==> src/rtl/ftdi_tx.sv <==
// ftdi_tx: FT245 synchronous-FIFO transmit engine with a show-ahead byte buffer and bus turnaround FSM.
module ftdi_tx #(
  parameter int DEPTH = 16,
  localparam int ADDR_W = $clog2(DEPTH)
) (
  input  logic              clk_60,
  input  logic              rst,
  input  logic [7:0]        s_data,
  input  logic              s_valid,
  output logic              s_ready,
  input  logic              flush,
  input  logic              rx_req,
  output logic              tx_bus_busy,
  input  logic              ftdi_txe_n,
  output logic              ftdi_wr_n,
  output logic [7:0]        ftdi_data_out,
  output logic              ftdi_data_oe,
  output logic              ftdi_siwu_n,
  output logic [ADDR_W:0]   level
);
  localparam logic [1:0] IDLE = 2'd0, TURN = 2'd1, WRITE = 2'd2, RELEASE = 2'd3;
  localparam logic [ADDR_W:0] FULL = DEPTH[ADDR_W:0];
  logic [7:0] mem [DEPTH];
  logic [ADDR_W-1:0] rd_ptr, wr_ptr;
  logic [ADDR_W:0] count, count_nxt;
  logic [1:0] state, state_nxt;
  logic flush_pend, push, pop, fire;
  assign s_ready = count != FULL;
  assign push = s_valid & s_ready;
  assign ftdi_wr_n = !(state == WRITE && count != 0);
  assign pop = !ftdi_wr_n & !ftdi_txe_n;
  assign count_nxt = count + {{ADDR_W{1'b0}}, push} - {{ADDR_W{1'b0}}, pop};
  assign ftdi_data_oe = state == TURN || state == WRITE;
  assign ftdi_data_out = ftdi_data_oe ? mem[rd_ptr] : 8'h00;
  assign tx_bus_busy = state != IDLE;
  assign fire = state == IDLE && count == 0 && flush_pend;
  assign ftdi_siwu_n = !fire;
  assign level = count;
  // WRITE leaves as soon as the buffer will be empty, so oe drops the cycle after the last byte
  always_comb begin
    state_nxt = state == IDLE  ? ((count != 0 && !ftdi_txe_n && !rx_req) ? TURN : IDLE) :
                state == TURN  ? WRITE :
                state == WRITE ? ((rx_req || count_nxt == 0) ? RELEASE : WRITE) :
                                 IDLE;
  end
  always_ff @(posedge clk_60 or posedge rst) begin
    if (rst) begin
      state <= IDLE;
      count <= '0;
      rd_ptr <= '0;
      wr_ptr <= '0;
      flush_pend <= 1'b0;
    end else begin
      state <= state_nxt;
      count <= count_nxt;
      rd_ptr <= rd_ptr + ADDR_W'(pop);
      wr_ptr <= wr_ptr + ADDR_W'(push);
      flush_pend <= flush | (flush_pend & !fire);
    end
  end
  always_ff @(posedge clk_60) begin
    if (push) mem[wr_ptr] <= s_data;
  end
endmodule
==> config.mk <==
export PLATFORM = sky130hd
export DESIGN_NAME = ftdi_tx
export DESIGN_NICKNAME = d
export VERILOG_FILES = /design/src/rtl/ftdi_tx.sv
export SDC_FILE = /design/constraint.sdc
export NUM_CORES = 1
export LEC_CHECK = 0
export CELL_PAD_IN_SITES_DETAIL_PLACEMENT = 2
export CELL_PAD_IN_SITES_GLOBAL_PLACEMENT = 2
export CORE_ASPECT_RATIO = 0.8
export CORE_UTILIZATION = 42
export DETAILED_ROUTE_END_ITERATION = 10
export HOLD_SLACK_MARGIN = 0.08
export PLACE_DENSITY_LB_ADDON = 0.1
export SLEW_MARGIN = 20
export SYNTH_ARGS = -nofsm -noshare
export SYNTH_HDL_FRONTEND = slang
export SYNTH_SLANG_ARGS = --single-unit
==> constraint.sdc <==
create_clock -name clk_60 -period 2.8 [get_ports clk_60]
set_clock_uncertainty 0.2 [all_clocks]
set_input_delay 0.42 -clock clk_60 [delete_from_list [all_inputs] [get_ports clk_60]]
set_output_delay 0.42 -clock clk_60 [all_outputs]
set_load 0.02 [all_outputs]
==> results.ini, run 1 <==
[floorplanning]
num_rows = 38
io_pins = 32
die_width_um = 134.5
initial_core_util_pct = 43.24
die_h_um = 108.0
core_um2 = 13650
dieArea_um2 = 14530

[clocking]
cts.sinks = 144
cts_tree = yes
ctsHoldBuffers = 0
cts_made_buffers = 17
clk_latency_ns = 0.41
root_buffer = clkbuf_16
path_clk_slew_ns = 0.06
h-tree-depth = 4
clockBufferDepth = 2

[timing]
layout_min_cycle_time_ns = 3.028
fin_ws_ns = -0.2284
grt_setup_unrepaired = yes
relSlewSlack_pct = 53.03
finalHoldViolations = 0
fmax_ghz = 0.3302
tightest_slew_ns = 0.7038
final_max_slew_viol_count = 0
setup_viol = 3
period_share_pct = 108.2

[layout]
layout_common_cells = 128 x edfxtp_1, 43 x buf_4, 26 x mux4_2, 21 x clkdlybuf4s50_1, 18 x clkbuf_16
drive_gt1_share_pct = 35.46
fin_util_pct = 54.74
final_nets = 407
diodes = 0
syn_to_final_growth_pct = 26.59
final_common_cell = edfxtp_1

[power_and_ir_drop]
swShare_pct = 33.05
internal-power_mw = 5.877
p_per_area_nw_per_um2 = 1175
p_clk_share_pct = 26.5
leakage_nw = 2.650
seq_power_share_pct = 32.5
ir_drop_uv = 694.0
p_comb_share_pct = 41.0
p_switching_mw = 2.902
power_mw = 8.779

[logic_synthesis]
ys_warn_count = 0
syn_inst = 291
yosysSeqAreaShare_pct = 71.93
syn_area_per_cell_um2 = 20.28
synth_seq_cells = 144
ys_async_sr_fraction_pct = 11.11
synth_cell_types = 32
yosys-top-cells-area = edfxtp_1 65%, mux4_1 13%, dfrtp_1 6.8%
synth_top_area_share_pct = 65.14
syn_nets = 319
ys.flop_type = edfxtp_1
yosysTopAreaCell = edfxtp_1
netlist_area_um2 = 5901
synth-edff-count = 128

[worst_setup_path]
critPathKind = reg2reg
required_ns = 2.93
worstRegToRegCells = 13
crit_arrival_ns = 3.16
end_kind = flip-flop
worstSetupStartpointType = flip-flop
crit_fanout = 2

[grt]
grt_use_total_pct = 23.99
antenna_found_initial = 0
first_global_vias = 3503
gr-total-overflow = 0
grt_max_degree = 35
grt_pass1_wl_um = 23610

[route]
num_vias = 3115
ant_nets = 0
dr.pass1.iters = 5
route.detailed.drc = 0
dr.first_iter.drc_count = 196
wirelength_um = 15700
via_per_inst = 5.446
wire_per_inst_um = 27.44

[placed_design]
dp_slack_ns = -0.3258
routabilityCongestion = 0.7412
portBuffers = 31
post-dp-hpwl_um = 9654

[outcome]
status = complete, but fails checks
violations = negative setup slack

[flow_run]
cap_violations = 0

[worst_hold_path]
hp-class = in2async

## worst max-delay path, stage by stage, from the launching register on
cell and delay, ns:
dfrtp_2 0.41, inv_2 0.08, ha_4 0.14, or4b_4 0.48, nand2_4 0.10, nor2_4 0.05
ha_4 0.29, inv_4 0.04, ha_4 0.16, fa_2 0.37, xor2_2 0.16, nor3_1 0.19
nand2_1 0.09, o31ai_2 0.19
## kinds of logic after synthesis
logic type	synth area share, %
AOI/OAI and AO/OA	1.633
xor gates and xnor gates	1.187
adders and majority gates	3.096
buffers and inverters	2.099
DFF	71.93
muxes	16.77
and+or+nand+nor	3.286
## power groups by stage
stage / registers (mW) / logic (mW) / clock network, mW
after floorplan: 2.84 / 1.73 / 0
after global placement: 2.83 / 2.85 / 0
after detailed placement: 2.87 / 2.97 / 0
after CTS: 2.84 / 3.35 / 2.36
after global routing: 2.89 / 3.82 / 2.44
final: 2.85 / 3.60 / 2.33
## cells in the mapped netlist, drive strengths merged, types with 2 or more instances
master	n
a21oi	2
buf	9
clkbuf	4
dfrtp	16
edfxtp	128
ha	13
inv	10
mux2i	16
mux4	32
nand2	6
nand2b	4
nand3	3
nand3b	2
nor2	15
nor3	5
o22ai	8
xnor2	3
xor2	5
## per-stage QoR
stage	hold slack [ns]	instance area, um2	cells	TNS [ns]
after floorplan	0.1336	5919	291	-0.1876
after global placement	0.2946	6684	526	-0.1719
after detailed placement	0.3144	6684	526	-0.5185
after CTS	0.2507	7461	569	-0.3431
after global routing	0.2928	7470	572	-1.040
final	0.2157	7470	572	-0.5493
## path summary, 6_finish.rpt
check                                    start             endpoint  slack [ns]
max                         level[2]$_DFF_PP0_   state[0]$_DFF_PP0_       -0.23
min in group clk_60        rd_ptr[2]$_DFF_PP0_  rd_ptr[2]$_DFF_PP0_        0.33
min                                        rst  rd_ptr[2]$_DFF_PP0_        0.22
max in group asynchronous                  rst   level[2]$_DFF_PP0_        1.69
max reg2reg                 level[2]$_DFF_PP0_   state[0]$_DFF_PP0_       -0.23
min reg2reg                rd_ptr[2]$_DFF_PP0_  rd_ptr[2]$_DFF_PP0_        0.33
## registers in the layout, indices dropped and copies added (netlist names)
signal / cells
mem: 128
level: 5
rd_ptr: 4
wr_ptr: 4
state: 2
flush_pend: 1
## area by class of cell
cell class              instances  area (um2)
multi-input cells             124        1553
well taps                     180       225.2
fillers                      1152        6176
clock buffers                  20       446.7
flip-flops and latches        144        4248
repair buffers                 82       798.3
inverters                      10       40.04
clock inverters                12       158.9
## layer usage
metal	track usage [%]	up-vias	share of wire, %
li1	-	1353	-
met1	33.53	1655	47
met3	4.782	20	4.2
met4	7.384	0	1.7
met2	38.38	87	47
met5	0	-	0
## repair_timing
item	CTS	global route
buffers inserted	8	4
pin swaps	10	6
gates resized for setup	62	36
cloned	3	1
endpoints found under the setup margin	13	29
(Power assumes the default switching activity.)
==> inputs of run 2 (changes only) <==
--- a/config.mk
+++ b/config.mk
@@ -12,6 +12,7 @@
 export DETAILED_ROUTE_END_ITERATION = 10
 export HOLD_SLACK_MARGIN = 0.08
 export PLACE_DENSITY_LB_ADDON = 0.1
+export SETUP_SLACK_MARGIN = 0.05
 export SLEW_MARGIN = 20
 export SYNTH_ARGS = -nofsm -noshare
 export SYNTH_HDL_FRONTEND = slang
==> run 2 against run 1 <==
Against the previous run: routed wire length is 0.48% lower; count of clock-buffer cells in the layout stayed put; critical endpoint unchanged; critical path type unchanged; flip-flop and latch count stayed put; first-iteration DRC count is 15% lower; design area is 0.18% higher; die area stayed put; worst setup slack worse by 0.039 ns; fmax is 1.3% lower; sequential share of layout area is 0.10 points lower; via count is 1.2% lower; the flow still finishes with violations (negative setup slack); critical path depth stayed put.
==> results.ini, run 2 (synthesis results as in run 1) <==
[floorplanning]
io_pins = 32  ; unchanged
initial_core_util_pct = 43.24  ; unchanged
die_width_um = 134.5  ; unchanged
dieArea_um2 = 14530  ; unchanged
die_h_um = 108.0  ; unchanged
core_um2 = 13650  ; unchanged
num_rows = 38  ; unchanged

[clocking]
root_buffer = clkbuf_16
cts.sinks = 144  ; unchanged
path_clk_slew_ns = 0.06  ; about the same
clk_latency_ns = 0.41  ; about the same
h-tree-depth = 4  ; unchanged
ctsHoldBuffers = 0  ; unchanged
clockBufferDepth = 2  ; unchanged
cts_made_buffers = 17  ; unchanged
cts_tree = yes

[grt]
grt_max_degree = 35  ; unchanged
gr-total-overflow = 0  ; unchanged
antenna_found_initial = 0  ; unchanged
grt_use_total_pct = 24.24  ; +0.25 points
first_global_vias = 3535  ; +0.91%
grt_pass1_wl_um = 23780  ; +0.70%

[timing]
tightest_slew_ns = 0.7057  ; +0.001915 ns
setup_viol = 4  ; +1
fmax_ghz = 0.3260  ; -1.3%
finalHoldViolations = 0  ; unchanged
final_max_slew_viol_count = 0  ; unchanged
fin_ws_ns = -0.2677  ; -0.03925 ns
period_share_pct = 109.6  ; +1.4 points
layout_min_cycle_time_ns = 3.068  ; +0.03925 ns
grt_setup_unrepaired = yes
relSlewSlack_pct = 52.90  ; -0.13 points

[power_and_ir_drop]
ir_drop_uv = 632.3  ; -8.9%
p_per_area_nw_per_um2 = 1191  ; +1.3%
power_mw = 8.909  ; +1.5%
leakage_nw = 2.634  ; -0.58%

[layout]
drive_gt1_share_pct = 37.76  ; +2.3 points
final_cell_area_um2 = 7483  ; +0.18%
final_common_cell = edfxtp_1
syn_to_final_growth_pct = 26.82
multi_input_area_um2 = 1550  ; -0.16%
regArea_um2 = 4248  ; unchanged
fin_util_pct = 54.84  ; +0.10 points
largest_register_ffs = 128  ; unchanged
top_register = mem
layout_common_cells = 128 x edfxtp_1, 44 x buf_4, 32 x mux4_2, 21 x clkdlybuf4s50_1, 18 x clkbuf_16
final_nets = 407  ; unchanged
diodes = 0  ; unchanged
final_cells = 572  ; unchanged
nFillCells = 1144  ; -0.69%

[outcome]
status = complete, but fails checks
violations = negative setup slack

[route]
num_vias = 3079  ; -1.2%
via_per_inst = 5.383  ; -1.2%
dr.first_iter.drc_count = 166  ; -15%
dr.pass1.iters = 4  ; -1
wire_per_inst_um = 27.31  ; -0.48%
route.detailed.drc = 0  ; unchanged
wirelength_um = 15620  ; -0.48%
ant_nets = 0  ; unchanged

[worst_hold_path]
hp-class = in2async

[worst_setup_path]
end_kind = flip-flop
crit_arrival_ns = 3.19  ; +0.03 ns
worstSetupStartpointType = flip-flop
crit_fanout = 2  ; unchanged
critPathKind = reg2reg
required_ns = 2.92  ; about the same

[placed_design]
dp_cells = 526  ; unchanged
portBuffers = 31  ; unchanged
post-dp-hpwl_um = 9654  ; unchanged
place_area_um2 = 6684  ; unchanged
routabilityCongestion = 0.7412  ; unchanged

[flow_run]
cap_violations = 0  ; unchanged

## run 2: cell types whose count changed in the layout (fill, tap and decap cells not counted), sizes merged
cell and delta:
buf +1, clkdlybuf4s15 -1
## run 2: final cells by class
type / count / share of cell area, %
clock buffer: 20 / 5.969
clock inverter: 12 / 2.123
inverter: 10 / 0.5016
multi-input combinational: 124 / 20.72
sequential: 144 / 56.76
tap: 180 / 3.010
timing repair buffer: 82 / 10.92
## run 2: timing repair
| item | 4_1_cts | 5_1_grt |
|---|---|---|
| resized for setup | 84 | 27 |
| endpoints found under the setup margin | 13 | 22 |
| pin swaps | 12 | 8 |
| buffers inserted | 8 | 3 |
| cloned | 3 | 1 |
| hold endpoints to repair | 0 | 0 |
## run 2: path summary, 6_finish.rpt
path / slack [ns] / from / endpoint / cells past startpoint
max in group asynchronous: 1.68 / rst / level[3]$_DFF_PP0_ / 2
worst min register to register: 0.33 / rd_ptr[2]$_DFF_PP0_ / rd_ptr[2]$_DFF_PP0_ / 1
worst max-delay path: -0.27 / level[2]$_DFF_PP0_ / state[0]$_DFF_PP0_ / 13
min in group clk_60: 0.33 / rd_ptr[2]$_DFF_PP0_ / rd_ptr[2]$_DFF_PP0_ / 1
worst min-delay path: 0.22 / rst / rd_ptr[2]$_DFF_PP0_ / 2
worst max register to register: -0.27 / level[2]$_DFF_PP0_ / state[0]$_DFF_PP0_ / 13
## run 2: report_power, final
group / leakage, nW / internal (mW) / switching [mW]
Sequential: 1.34 / 2.66 / 0.178
Clock: 0.291 / 1.43 / 0.887
Combinational: 1.00 / 1.89 / 1.86
Total: 2.63 / 5.98 / 2.93
## run 2: routing by layer
layer	wire length, um	part of all wire, %	GRT usage [%]	vias up
li1	-	-	-	1345
met4	202	1.3	7.624	0
met5	0	0	0	-
met1	6884	44	33.91	1638
met3	834	5.3	3.704	18
met2	7699	49	39.53	78
## run 2: critical path: stages, from the launching register on
cell and delay, ns:
dfrtp_2 0.41, inv_2 0.08, ha_4 0.14, or4b_4 0.49
nand2_4 0.10, nor2_4 0.04, ha_4 0.26, inv_2 0.04
ha_4 0.16, fa_2 0.37, xor2_2 0.16, nor3_1 0.18
nand2_1 0.10, o31ai_2 0.21
## run 2: metrics by stage
step	worst slack, ns	TNS (ns)	hold WS (ns)
finish	-0.2677	-0.6261	0.2195
global route	-0.3291	-0.9542	0.2835
CTS	-0.2021	-0.2562	0.2507
detailed placement	-0.3258	-0.5185	0.3144
global placement	-0.1719	-0.1719	0.2946
floorplan	-0.1786	-0.1876	0.1336
==> inputs of run 3 (changes only) <==
--- a/config.mk
+++ b/config.mk
@@ -10,6 +10,7 @@
 export CORE_ASPECT_RATIO = 0.8
 export CORE_UTILIZATION = 42
 export DETAILED_ROUTE_END_ITERATION = 10
+export GPL_TIMING_DRIVEN = 0
 export HOLD_SLACK_MARGIN = 0.08
 export PLACE_DENSITY_LB_ADDON = 0.1
 export SETUP_SLACK_MARGIN = 0.05
==> run 3 against run 2 <==
Against the previous run: the flow still finishes with violations (negative setup slack); first-iteration DRC count is 29% higher; worst hold slack better by 0.0011 ns; highest routed layer unchanged; core utilization is 0.41 points higher; via count is 0.49% higher; die area stayed put; non-clock buffer count is 6 lower; global-route usage is 1.8 points lower; largest power group unchanged; final cell count is 1.0% lower.
==> results.ini, run 3 (synthesis results as in run 1) <==
[timing]
finalHoldViolations = 0  ; unchanged
fin_ws_ns = -0.4060  ; -0.1384 ns
setup_viol = 9  ; +5
grt_setup_unrepaired = yes
layout_min_cycle_time_ns = 3.206  ; +0.1384 ns
fmax_ghz = 0.3119  ; -4.3%
final_max_slew_viol_count = 0  ; unchanged
period_share_pct = 114.5  ; +4.9 points
tightest_slew_ns = 0.7255  ; +0.01980 ns
relSlewSlack_pct = 51.58  ; -1.3 points

[power_and_ir_drop]
leakage_nw = 2.600  ; -1.3%
power_mw = 8.700  ; -2.4%
ir_drop_uv = 549.1  ; -13%
p_per_area_nw_per_um2 = 1154  ; -3.1%

[clocking]
clk_latency_ns = 0.43  ; +0.02 ns
clockBufferDepth = 2  ; unchanged
h-tree-depth = 4  ; unchanged
cts_made_buffers = 17  ; unchanged
cts.sinks = 144  ; unchanged
path_clk_slew_ns = 0.07  ; about the same
cts_tree = yes
root_buffer = clkbuf_16

[worst_setup_path]
required_ns = 2.93  ; about the same
critPathKind = reg2reg
cpLargestDelayFamily = adder cells
crit_arrival_ns = 3.34  ; +0.15 ns
cp_cell_sequence = inv_2 -> ha_4 -> or4b_4 -> nand2_4 -> nor2_4 -> ha_4 -> inv_2 -> ha_4 -> fa_2 -> buf_6 -> a21oi_4 -> o21bai_1 -> xnor2_1 -> o31ai_1
crit_fanout = 2  ; unchanged
crit_top_cell = ha_4
end_kind = flip-flop
critPathSlowestCell = or4b_4
worstSetupStartpointType = flip-flop
cp.buffers_inverters = 3  ; +1
max_stage_delay_ns = 0.49  ; about the same

[grt]
grt_max_degree = 17  ; -51%
grt_pass1_wl_um = 22280  ; -6.3%
antenna_found_initial = 0  ; unchanged
grt_use_total_pct = 22.40  ; -1.8 points
first_global_vias = 3324  ; -6.0%
gr-total-overflow = 0  ; unchanged

[route]
route.detailed.drc = 0  ; unchanged
wirelength_um = 14880  ; -4.7%
via_per_inst = 5.466  ; +1.6%
dr.pass1.iters = 4  ; unchanged
num_vias = 3094  ; +0.49%
wire_per_inst_um = 26.29  ; -3.7%
dr.first_iter.drc_count = 214  ; +29%
ant_nets = 0  ; unchanged

[layout]
drive_gt1_share_pct = 37.56  ; -0.19 points
diodes = 0  ; unchanged
fin_util_pct = 55.25  ; +0.41 points
top_register = mem
final_cell_area_um2 = 7540  ; +0.75%
syn_to_final_growth_pct = 27.78
final_nets = 401  ; -1.5%
largest_register_ffs = 128  ; unchanged
layout_common_cells = 128 x edfxtp_1, 27 x buf_4, 21 x mux4_2, 21 x clkdlybuf4s50_1, 18 x clkbuf_16
final_common_cell = edfxtp_1

[floorplanning]
initial_core_util_pct = 43.24  ; unchanged
num_rows = 38  ; unchanged
core_um2 = 13650  ; unchanged
die_h_um = 108.0  ; unchanged
io_pins = 32  ; unchanged
dieArea_um2 = 14530  ; unchanged
die_width_um = 134.5  ; unchanged

[flow_run]
cap_violations = 0  ; unchanged

[outcome]
status = complete, but fails checks
violations = negative setup slack

[placed_design]
place_area_um2 = 6482  ; -3.0%
portBuffers = 31  ; unchanged
routabilityCongestion = 0.7229  ; -2.5%
post-dp-hpwl_um = 9426  ; -2.4%
dp_slack_ns = -0.5499  ; -0.2240 ns

[worst_hold_path]
hp-class = in2async

-- run 3: cell count changes in the layout (fill, tap and decap cells not counted), sizes merged --
cell         before  now
clkbuf           22   24
dlygate4sd2       0    1
inv              12   10
bufinv            3    0
clkinv            5    6
buf              59   50
clkinvlp          2    6
-- run 3: timing repair --
item                       4_1_cts  5_1_grt
hold endpoints to repair         0        0
pin swaps                       15       17
resized for setup              100       36
gates cloned                     0        1
hold buffers                     0        0
buffers inserted                16       15
setup endpoints to repair       30       84
-- run 3: worst paths after layout --
check	from	end	slack [ns]	depth (start not counted)
min	rst	state[0]$_DFF_PP0_	0.22	2
max	level[3]$_DFF_PP0_	state[0]$_DFF_PP0_	-0.41	14
min in group clk_60	rd_ptr[1]$_DFF_PP0_	rd_ptr[1]$_DFF_PP0_	0.32	1
max in group asynchronous	rst	level[2]$_DFF_PP0_	1.66	2
max reg2reg	level[3]$_DFF_PP0_	state[0]$_DFF_PP0_	-0.41	14
min reg2reg	rd_ptr[1]$_DFF_PP0_	rd_ptr[1]$_DFF_PP0_	0.32	1
-- run 3: report_power, final --
part           leakage (nW)  switching [mW]  internal [mW]  total (mW)
sequential             1.34           0.185           2.66        2.84
clock                 0.250           0.904           1.18        2.08
combinational          1.01            1.92           1.85        3.77
total                  2.60            3.01           5.69        8.70
-- run 3: through the flow --
| stage | instances | hold slack (ns) | setup TNS [ns] |
|---|---|---|---|
| 2_1_floorplan | 291 | 0.1336 | -0.1876 |
| 3_3_place_gp | 502 | 0.2868 | -8.621 |
| 3_5_place_dp | 503 | 0.2983 | -3.036 |
| 4_1_cts | 550 | 0.2322 | -1.064 |
| 5_1_grt | 566 | 0.2669 | -2.582 |
| 6_report | 566 | 0.2206 | -0.9993 |
-- run 3: worst reg2reg max path, stage by stage, from the launching register on --
cell	delay, ns
dfrtp_2	0.43
inv_2	0.08
ha_4	0.12
or4b_4	0.49
nand2_4	0.09
nor2_4	0.06
ha_4	0.27
inv_2	0.04
ha_4	0.15
fa_2	0.40
buf_6	0.14
a21oi_4	0.11
o21bai_1	0.10
xnor2_1	0.17
o31ai_1	0.26
-- run 3: final cells by class --
type                            count  area, um2
Multi-Input combinational cell    124       1718
Sequential cell                   144       4247
Clock inverter                     12      90.09
Buffer                             12      122.6
Fill cell                        1153       6106
Clock buffer                       20      456.7
Tap cell                          180      225.2
Timing Repair Buffer               64      643.1
Inverter                           10      37.54
-- run 3: routing by layer --
metal | up-vias | wire length [um] | GRT usage [%]
met5 | - | 0 | 0
met4 | 0 | 136 | 6.982
met3 | 13 | 488 | 4.454
met2 | 61 | 7127 | 34.38
met1 | 1676 | 7128 | 32.50
li1 | 1344 | - | -
